[src/rtl/control_pkg.sv]
// Shared definitions for the sequenced control unit: FSM state type,
// fixed bus-source / destination indices and IR field extraction helpers.
// The helpers take the IR zero-extended to 32 bits plus the field widths,
// so they serve any DEST_W / SRC_W configuration.
package control_pkg;

  typedef enum logic [2:0] {
    ST_IDLE,
    ST_FETCH,
    ST_EXEC,
    ST_WAIT,
    ST_HALT
  } state_t;

  // Bus source indices (bit positions in assertEn)
  localparam int SRC_ROM = 0;
  localparam int SRC_A   = 2;
  localparam int SRC_RAM = 5;

  // Destination indices (bit positions in loadEn)
  localparam int DEST_PC  = 1;
  localparam int DEST_A   = 2;
  localparam int RAM_DEST = 5;

  // All-ones mask of the given width; an IR equal to it is the HALT opcode
  function automatic logic [31:0] halt_op(input int ir_w);
    return (32'd1 << ir_w) - 32'd1;
  endfunction

  // Source field occupies the low SRC_W bits
  function automatic logic [31:0] field_source(input logic [31:0] ir_word, input int src_w);
    return ir_word & ((32'd1 << src_w) - 32'd1);
  endfunction

  // bitLo sits directly above the source field
  function automatic logic field_bit_lo(input logic [31:0] ir_word, input int src_w);
    return ir_word[src_w];
  endfunction

  // Destination field sits above bitLo
  function automatic logic [31:0] field_dest(input logic [31:0] ir_word, input int src_w,
                                             input int dest_w);
    return (ir_word >> (src_w + 1)) & ((32'd1 << dest_w) - 32'd1);
  endfunction

  // bitHi is the most significant IR bit
  function automatic logic field_bit_hi(input logic [31:0] ir_word, input int src_w,
                                        input int dest_w);
    return ir_word[src_w + dest_w + 1];
  endfunction

endpackage

[src/rtl/control_decode.sv]
// Combinational instruction decoder: turns the IR into one-hot load and
// bus-source vectors, flags RAM involvement and evaluates the jump
// condition against the currently latched carry flag.
module control_decode
  import control_pkg::*;
#(
  parameter int DEST_W = 3,
  parameter int SRC_W  = 3
) (
  input  logic [DEST_W+SRC_W+1:0] ir,
  input  logic                    a_is_zero,
  input  logic                    flag_carry,
  output logic [2**DEST_W-1:0]    load_onehot,
  output logic [2**SRC_W-1:0]     src_onehot,
  output logic                    is_ram,
  output logic                    ram_write,
  output logic                    is_halt,
  output logic                    dest_is_a,
  output logic                    dest_is_pc,
  output logic                    bit_lo,
  output logic                    jump_cond
);

  localparam int IR_W = DEST_W + SRC_W + 2;

  logic [31:0] ir_word;
  logic [31:0] dest_idx;
  logic [31:0] src_idx;
  logic        bit_hi;

  // Field extraction and decode; dest 0 (NOP) and the PC never raise a load strobe
  always_comb begin
    ir_word    = 32'(ir);
    dest_idx   = field_dest(ir_word, SRC_W, DEST_W);
    src_idx    = field_source(ir_word, SRC_W);
    bit_lo     = field_bit_lo(ir_word, SRC_W);
    bit_hi     = field_bit_hi(ir_word, SRC_W, DEST_W);
    is_halt    = (ir_word == halt_op(IR_W));
    dest_is_pc = (dest_idx == 32'(DEST_PC));
    dest_is_a  = (dest_idx == 32'(DEST_A));
    ram_write  = (dest_idx == 32'(RAM_DEST));
    is_ram     = ram_write || (src_idx == 32'(SRC_RAM));

    load_onehot = '0;
    if (!dest_is_pc && (dest_idx != 32'd0))
      load_onehot[dest_idx[DEST_W-1:0]] = 1'b1;

    src_onehot = '0;
    src_onehot[src_idx[SRC_W-1:0]] = 1'b1;

    jump_cond = (bit_lo & a_is_zero) | (bit_hi & flag_carry) | (~bit_lo & ~bit_hi);
  end

endmodule

[src/rtl/sequenced_control.sv]
// Multi-cycle control sequencer: steps FETCH/EXEC per instruction, stretches
// RAM accesses in WAIT until memReady (with a timeout that raises a sticky
// busError), latches the carry flag and supports a sticky HALT.
// Optional single-step mode is enabled by defining CONTROL_STEP_EN, which
// adds the stepReq port and holds FETCH until a step request is seen.
module sequenced_control
  import control_pkg::*;
#(
  parameter int DEST_W   = 3,
  parameter int SRC_W    = 3,
  parameter int WAIT_MAX = 15
) (
  input  logic                    clk,
  input  logic                    resetBar,
  input  logic [DEST_W+SRC_W+1:0] ir,
  input  logic                    aIsZero,
  input  logic                    aluCarry,
  input  logic                    memReady,
  input  logic                    run,
`ifdef CONTROL_STEP_EN
  input  logic                    stepReq,
`endif
  output logic                    loadIR,
  output logic [2**DEST_W-1:0]    loadEn,
  output logic [2**SRC_W-1:0]     assertEn,
  output logic                    storeMem,
  output logic                    doSubtract,
  output logic                    doJump,
  output logic                    flagCarry,
  output logic                    halted,
  output logic                    busError
);

  localparam int CNT_W = $clog2(WAIT_MAX + 1);

  state_t                  state;
  logic [CNT_W-1:0]        wait_count;
  logic                    flag_carry_q;
  logic                    halted_q;
  logic                    bus_error_q;

  logic [2**DEST_W-1:0]    load_onehot;
  logic [2**SRC_W-1:0]     src_onehot;
  logic                    is_ram;
  logic                    ram_write;
  logic                    is_halt;
  logic                    dest_is_a;
  logic                    dest_is_pc;
  logic                    bit_lo;
  logic                    jump_cond;
  logic                    fetch_go;
  logic                    exec_done;
  logic                    wait_done;
  logic                    complete;

  control_decode #(
    .DEST_W (DEST_W),
    .SRC_W  (SRC_W)
  ) u_decode (
    .ir          (ir),
    .a_is_zero   (aIsZero),
    .flag_carry  (flag_carry_q),
    .load_onehot (load_onehot),
    .src_onehot  (src_onehot),
    .is_ram      (is_ram),
    .ram_write   (ram_write),
    .is_halt     (is_halt),
    .dest_is_a   (dest_is_a),
    .dest_is_pc  (dest_is_pc),
    .bit_lo      (bit_lo),
    .jump_cond   (jump_cond)
  );

`ifdef CONTROL_STEP_EN
  assign fetch_go = stepReq;
`else
  assign fetch_go = 1'b1;
`endif

  // Instruction completion: EXEC finishes at once unless a RAM access is still pending
  always_comb begin
    exec_done = (state == ST_EXEC) && !is_halt && !(is_ram && !memReady);
    wait_done = (state == ST_WAIT) && memReady;
    complete  = exec_done || wait_done;
  end

  // Sequencer state, wait counter and sticky flags
  always_ff @(posedge clk or negedge resetBar) begin
    if (!resetBar) begin
      state        <= ST_IDLE;
      wait_count   <= '0;
      flag_carry_q <= 1'b0;
      halted_q     <= 1'b0;
      bus_error_q  <= 1'b0;
    end else begin
      unique case (state)
        ST_IDLE: begin
          if (run) state <= ST_FETCH;
        end
        ST_FETCH: begin
          if (!run)          state <= ST_IDLE;
          else if (fetch_go) state <= ST_EXEC;
        end
        ST_EXEC: begin
          wait_count <= '0;
          if (is_halt) begin
            state    <= ST_HALT;
            halted_q <= 1'b1;
          end else if (is_ram && !memReady) begin
            state <= ST_WAIT;
          end else begin
            state <= ST_FETCH;
          end
        end
        ST_WAIT: begin
          if (memReady) begin
            state      <= ST_FETCH;
            wait_count <= '0;
          end else if (wait_count == CNT_W'(WAIT_MAX)) begin
            state       <= ST_HALT;
            wait_count  <= '0;
            bus_error_q <= 1'b1;
            halted_q    <= 1'b1;
          end else begin
            wait_count <= wait_count + 1'b1;
          end
        end
        ST_HALT: begin
          state <= ST_HALT;
        end
        default: begin
          state <= ST_IDLE;
        end
      endcase

      if (complete && dest_is_a)
        flag_carry_q <= aluCarry;
    end
  end

  // Strobes and enables derived from the registered state and the current IR
  always_comb begin
    loadIR     = 1'b0;
    loadEn     = '0;
    assertEn   = '0;
    storeMem   = 1'b0;
    doSubtract = 1'b0;
    doJump     = 1'b0;
    unique case (state)
      ST_FETCH: begin
        loadIR            = fetch_go;
        assertEn[SRC_ROM] = fetch_go;
      end
      ST_EXEC, ST_WAIT: begin
        if (!is_halt) begin
          assertEn   = src_onehot;
          storeMem   = ram_write;
          doSubtract = bit_lo;
          if (complete) begin
            loadEn = load_onehot;
            doJump = dest_is_pc & jump_cond;
          end
        end
      end
      default: begin
      end
    endcase
  end

  assign flagCarry = flag_carry_q;
  assign halted    = halted_q;
  assign busError  = bus_error_q;

endmodule

[config.mk]
export PLATFORM = sky130hd
export DESIGN_NAME = sequenced_control
export DESIGN_NICKNAME = d
export VERILOG_FILES = /design/src/rtl/control_pkg.sv /design/src/rtl/control_decode.sv /design/src/rtl/sequenced_control.sv
export SDC_FILE = /design/constraint.sdc
export NUM_CORES = 1
export LEC_CHECK = 0
export ABC_AREA = 1
export ABC_CLOCK_PERIOD_IN_PS = 1400
export CAP_MARGIN = 20
export CORE_ASPECT_RATIO = 0.8
export CORE_MARGIN = 5
export CORE_UTILIZATION = 34
export CTS_CLUSTER_SIZE = 10
export DETAILED_ROUTE_END_ITERATION = 10
export DONT_BUFFER_PORTS = 1
export GPL_TIMING_DRIVEN = 0
export HOLD_SLACK_MARGIN = 0.06
export SETUP_SLACK_MARGIN = 0.1
export SYNTH_ARGS = -nofsm -noshare
export SYNTH_HDL_FRONTEND = slang
export SYNTH_SLANG_ARGS = --single-unit
[constraint.sdc]
create_clock -name clk -period 1.4 [get_ports clk]
set_input_delay 0.14 -clock clk [delete_from_list [all_inputs] [get_ports clk]]
set_output_delay 0.14 -clock clk [all_outputs]
set_load 0.005 [all_outputs]
Word-level counts from Yosys, hierarchy flattened
Cells that the tools add are included.
Operators by class
  add/subtract/negate cells: 1
  $lt $le $gt $ge: 4
  eq/ne operators: 15
  mux-type cells: 33
  bitwise operators: 9
  reduce and logical (&&, ||, !) cells: 21
Operator list (count)
  $mux W8: 5
  $reduce_bool A32 Y1: 1
  $pmux W3 S5: 1
  $mux W1: 13
  $mux W3: 4
  $eq A3 B2 Y1 const B: 3
  $eq A3 B3 Y1 const B: 3
  $eq A8 B8 Y1 const B: 1
  $logic_and A1 B1 Y1: 8
  $lt A3 B4 Y1 const B: 2
  $mux W4: 2
  $pmux W4 S2: 1
  $mux W7: 1
  $demux W1 S3: 2
  $eq A3 B1 Y1 const B: 2
  $ge A3 B1 Y1 const B: 2
  $ne A2 B2 Y1 const B: 3
  $add A4 B1 Y4 const B: 1
  $and A1 B1 Y1: 4
  $eq A4 B4 Y1 const B: 1
  $logic_not A1 Y1: 4
  $mux W2: 2
  $pmux W1 S2: 2
  $reduce_and A4 Y1: 1
  other kinds (10): 14
Storage, ports and cells
  register bits after elaboration: 10
  bits of input ports: 14

Depth between registers and ports, before layout
  word-level depth: 9
  gate-level depth with buffers: 8
  gate-level depth less buffers: 8

Modules after synthesis
From an unflattened synthesis, not the netlist that was laid out.
Unflattened totals
  cell total of the unflattened synthesis: 148
  area total of the unflattened synthesis: 939.7 um^2
Modules (own cells, without submodules)
  sequenced_control: instances 1, cells each 103, area an instance 726.9 um^2, sequential area each 250.2 um^2
  control_decode: instances 1, cells each 45, area an instance 212.7 um^2, sequential area each 0.0 um^2

Least setup slack after synthesis
Ideal clock, no wire load.
  path type: register -> output
  start: register state[2]
  end: output port assertEn[4]
  arrival: 1004 ps
  setup slack: 256 ps
  cell stages (with the launch flop): 5
  path through: dfrtp_1 -> inv_1 -> nand2_2 -> or2_1 -> nor3_1
Between the ends
  cells in the longest elaborated chain, start to end: 3
  elaborated cells on any way between the ends: 4
  classes of those cells: eq/ne: 2; mux: 1; reduce/logical: 1
RTL lines
  start: declaration: RTL line sequenced_control.sv:36  | state_t state;
  start signal: assignment: RTL line sequenced_control.sv:90  | state <= ST_IDLE;
  start signal: assignment: RTL line sequenced_control.sv:98  | if (run) state <= ST_FETCH;
  start signal: assignment: RTL line sequenced_control.sv:101  | if (!run) state <= ST_IDLE;
  $eq A3 B2 Y1: RTL line sequenced_control.sv:149  | unique case (state)
  $reduce_or A2 Y1 *: RTL line sequenced_control.sv:149
  $mux W7 *: RTL line sequenced_control.sv:149
  end: declaration: RTL line sequenced_control.sv:25  | output logic [2**SRC_W-1:0] assertEn,
Every way passes the cells marked *; elsewhere a longest branch is shown, timed or not.

Final worst setup path
  start: register state[0]
  end: output port loadEn[6]
Between the ends
  cells in the longest elaborated chain, start to end: 7
  elaborated cells on any way between the ends: 10
  classes of those cells: eq/ne: 2; mux: 3; reduce/logical: 5
RTL lines
  $eq A3 B2 Y1: RTL line sequenced_control.sv:82, sequenced_control.sv:149
  $logic_and A1 B1 Y1 (2 in series): RTL line sequenced_control.sv:82  | exec_done = (state == ST_EXEC) && !is_halt && !(is_ram && !memReady);
  $logic_or A1 B1 Y1: RTL line sequenced_control.sv:84  | complete = exec_done || wait_done;
  $mux W8: RTL line sequenced_control.sv:159  | if (complete) begin
  $mux W8: RTL line sequenced_control.sv:155  | if (!is_halt) begin
  $mux W8 *: RTL line sequenced_control.sv:149
  end: declaration: RTL line sequenced_control.sv:24  | output logic [2**DEST_W-1:0] loadEn,
Marks and branches as above.

==> flow_metrics.env <==
export IMPL_placementRows=15
export IMPL_antenna_cells=0
export IMPL_place_ws_ns=0.120
export IMPL_cp_arrival_ns=1.34
export IMPL_start_util_pct=35.5
export IMPL_seq_area_frac_synth_pct=32.6
export IMPL_synth_fa_ha_area_share_pct=1.63
export IMPL_setup_ws_ns=-0.0796
export IMPL_reg2reg_from="state[0]$_DFFE_PN0P_"
export IMPL_grt_pass1_wl_mm=3.37
export IMPL_place_hpwl_mm=1.52
export IMPL_skew_ns=0.000799
export IMPL_finalPower_w=0.000543
export IMPL_grt_pass1_vias=790
export IMPL_pwr_share_comb_pct=10.4
export IMPL_drt_initial_drc_count=11
export IMPL_dieHeight_um=52.5
export IMPL_worstPathRequired_ns=1.26
export IMPL_worstSetupPathType="reg -> out"
export IMPL_path_cells="nor3_4 -> nand2_4 -> nand2_4 -> nand2_4 -> nor3_2"
export IMPL_clockPowerShare_pct=36.4
export IMPL_worstSkewPairLatency_ns=0.26
export IMPL_grt_start_max_net_pins=11
export IMPL_clk_path_buf_depth=2
export IMPL_core_mm2=0.00216
export IMPL_fin_crit_sh_pct=106
export IMPL_setup_violations=11
export IMPL_crit_start="state[0]$_DFFE_PN0P_"
export IMPL_powerDensity_mw_per_mm2=499
export IMPL_min_path_cells=3
export IMPL_syn2layout_area_growth_pct=41.8
export IMPL_drt_total_wl_mm=2.08
export IMPL_slowest_delay_ns=0.44
export IMPL_crit_fanout=6
export IMPL_cp_start_kind="flip-flop"
export IMPL_clkTransAtPathRegs_ns=0.06
export IMPL_r2r_end="flagCarry$_DFFE_PN0P_"
export IMPL_postSynthAreaPerCell_um2=6.91
export IMPL_first_pass_iters=4
export IMPL_rsz0062_at_grt="true"
export IMPL_synth_compound_area_share_pct=7.99
export IMPL_cts_buffers=3
export IMPL_synth_xor_area_share_pct=1.14
export IMPL_ioPinCount=37
export IMPL_maxSlewViolCount=0
export IMPL_post_route_min_period_ns=1.48
export IMPL_violations="negative setup slack"
export IMPL_ys_warn_count=0
export IMPL_dpl_cell_area_um2=802
export IMPL_stdcell_area_mm2=0.00109
export IMPL_post_route_util_pct=50.4
export IMPL_grt_overflow_total=0
export IMPL_internal_power_w=0.000407
export IMPL_max_cap_violations=0
export IMPL_cp_end_kind="output pin"
export IMPL_hold_viol=0
export IMPL_routabilityCongestion=0.747
export IMPL_clock_sinks=10
export IMPL_hold_path_class="in -> reg"
export IMPL_crit_path_frequent_cell="nand2_4"
export IMPL_grt_total_usage_pct=12.9
export IMPL_die_area_mm2=0.00331
export IMPL_io_buffers=0
export IMPL_hp_start="ir[6]"
export IMPL_final_nets=146
export IMPL_syn_area_um2=767
export IMPL_leakage_nw=0.509
export IMPL_syn_inst=111
export IMPL_r2r_cells=7
export IMPL_fmax_mhz=676
export IMPL_h_tree_depth=1
export IMPL_hold_ws_ns=0.0840
export IMPL_drcViolationCount=0
export IMPL_ant_nets=0
export IMPL_r2r_slack_ns=0.15
export IMPL_die_w_um=63.1
export IMPL_cts_tree="yes"
export IMPL_ir_worst_vdd_mv=0.365
export IMPL_antenna_found_initial=0
export IMPL_synthSimpleGateAreaFrac_pct=45.0
export IMPL_p_switching_w=0.000135
export IMPL_root_buffer="clkbuf_4"
export IMPL_synth_top_family_by_area="simple AND/OR/NAND/NOR gates"
export IMPL_synthMuxAreaShare_pct=1.31
export IMPL_synth_cell_type_count=25
export IMPL_status="finished with violations"
export IMPL_pwr_share_seq_pct=53.2
export IMPL_vias_per_cell=5.00
export IMPL_vias=770
export IMPL_swShare_pct=24.9
export IMPL_hold_end="flagCarry$_DFFE_PN0P_"
export IMPL_wl_per_cell_um=13.5
export IMPL_layout_drive_gt1_share_pct=43.4
export IMPL_slowest_stage="dfrtp_1"
export IMPL_postSynthRegisterBits=10
## worst max-delay path, delay by kind of cell (launching register included)
kind / cells / cell delay (ns)
flip-flops: 1 / 0.44
AND/OR/NAND/NOR: 5 / 0.63
## stage by stage
step	std cells	TNS, ns
3_5_place_dp	137	0
5_1_grt	154	-1.64
6_report	154	-0.601
3_3_place_gp	137	0
2_1_floorplan	112	0
4_1_cts	150	-0.539
## area by class of cell
type / count / area [um^2]
Inverter: 16 / 67.6
Sequential cell: 10 / 253
Timing Repair Buffer: 14 / 128
Multi-Input combinational cell: 84 / 571
Clock buffer: 3 / 22.5
Tap cell: 25 / 31.3
Fill cell: 216 / 1070
Buffer: 2 / 15.0
## what timing repair did
item                                   in CTS  in global routing
endpoints found under the hold margin      13                  0
hold buffers                                3                  0
resized for setup                          23                 24
setup endpoints to repair                  14                 21
pin swaps                                   4                  2
setup buffers                               7                  4
## synthesized netlist by cell type
cell type,n,area share (%)
nand2_1,28,14
nor2_1,18,8.8
inv_1,15,7.3
dfrtp_1,10,33
nand3_1,7,4.6
nand2_2,4,3.3
nor3_2,4,5.2
nand2_4,3,4.4
a21oi_1,2,1.3
buf_4,2,2.0
nor3_1,2,1.3
o211ai_1,2,2.0
o21bai_1,2,2.0
a22o_1,1,1.1
a22oi_1,1,0.98
conb_1,1,0.49
ha_1,1,1.6
inv_2,1,0.49
mux2i_1,1,1.3
nand3_2,1,1.3
nand4_1,1,0.82
nor2_2,1,0.82
o21ai_1,1,0.65
or2_1,1,0.82
xnor2_1,1,1.1
## worst max-delay path by stage
stage	endpoint
finish	loadEn[6]
CTS	loadEn[3]
detailed placement	assertEn[7]
global placement	assertEn[7]
floorplan	assertEn[4]
global route	loadEn[3]
## logic make-up after synthesis
group                      Yosys count
adders and majority gates            1
AOI/OAI and AO/OA                    9
muxes                                1
other                                1
buffers and inverters               18
and+or+nand+nor                     70
xor gates and xnor gates             1
DFF                                 10
## layer usage
| metal | vias to the layer above | track usage (%) | share of wire [%] |
|---|---|---|---|
| met5 | - | 0 | 0 |
| met4 | 0 | 6.01 | 0.53 |
| met3 | 2 | 5.36 | 9.4 |
| met2 | 26 | 22.2 | 50 |
| met1 | 354 | 13.8 | 40 |
| li1 | 388 | - | - |
## flip-flops by register name (all words and copies together), names as in the netlist
| signal | cells |
|---|---|
| flagCarry | 1 |
| state | 3 |
| halted | 1 |
| busError | 1 |
| wait_count | 4 |
## layout by cell type, fill, tap and decap left out, types with 2 or more instances in the layout
cell type,n
nor2_1,7
inv_2,4
nor2_4,7
nor3_4,3
nand3_1,6
nand2_1,24
dfrtp_1,8
buf_6,4
clkbuf_4,3
a21oi_1,2
o211ai_1,2
nor3_2,2
dlygate4sd3_1,3
nand2_4,5
nor2_2,5
nand2_2,6
buf_4,9
inv_1,10
o21bai_1,2
dfrtp_2,2
conb_1,2
## power groups by stage
stage               clock [W]  combinational (W)  sequential (W)
floorplan                   0          0.0000314        0.000294
global placement            0          0.0000350        0.000294
detailed placement          0          0.0000360        0.000294
CTS                  0.000204          0.0000546        0.000289
global route         0.000222          0.0000636        0.000288
finish               0.000198          0.0000564        0.000289
Note: power is estimated with default switching activity, not from simulation.
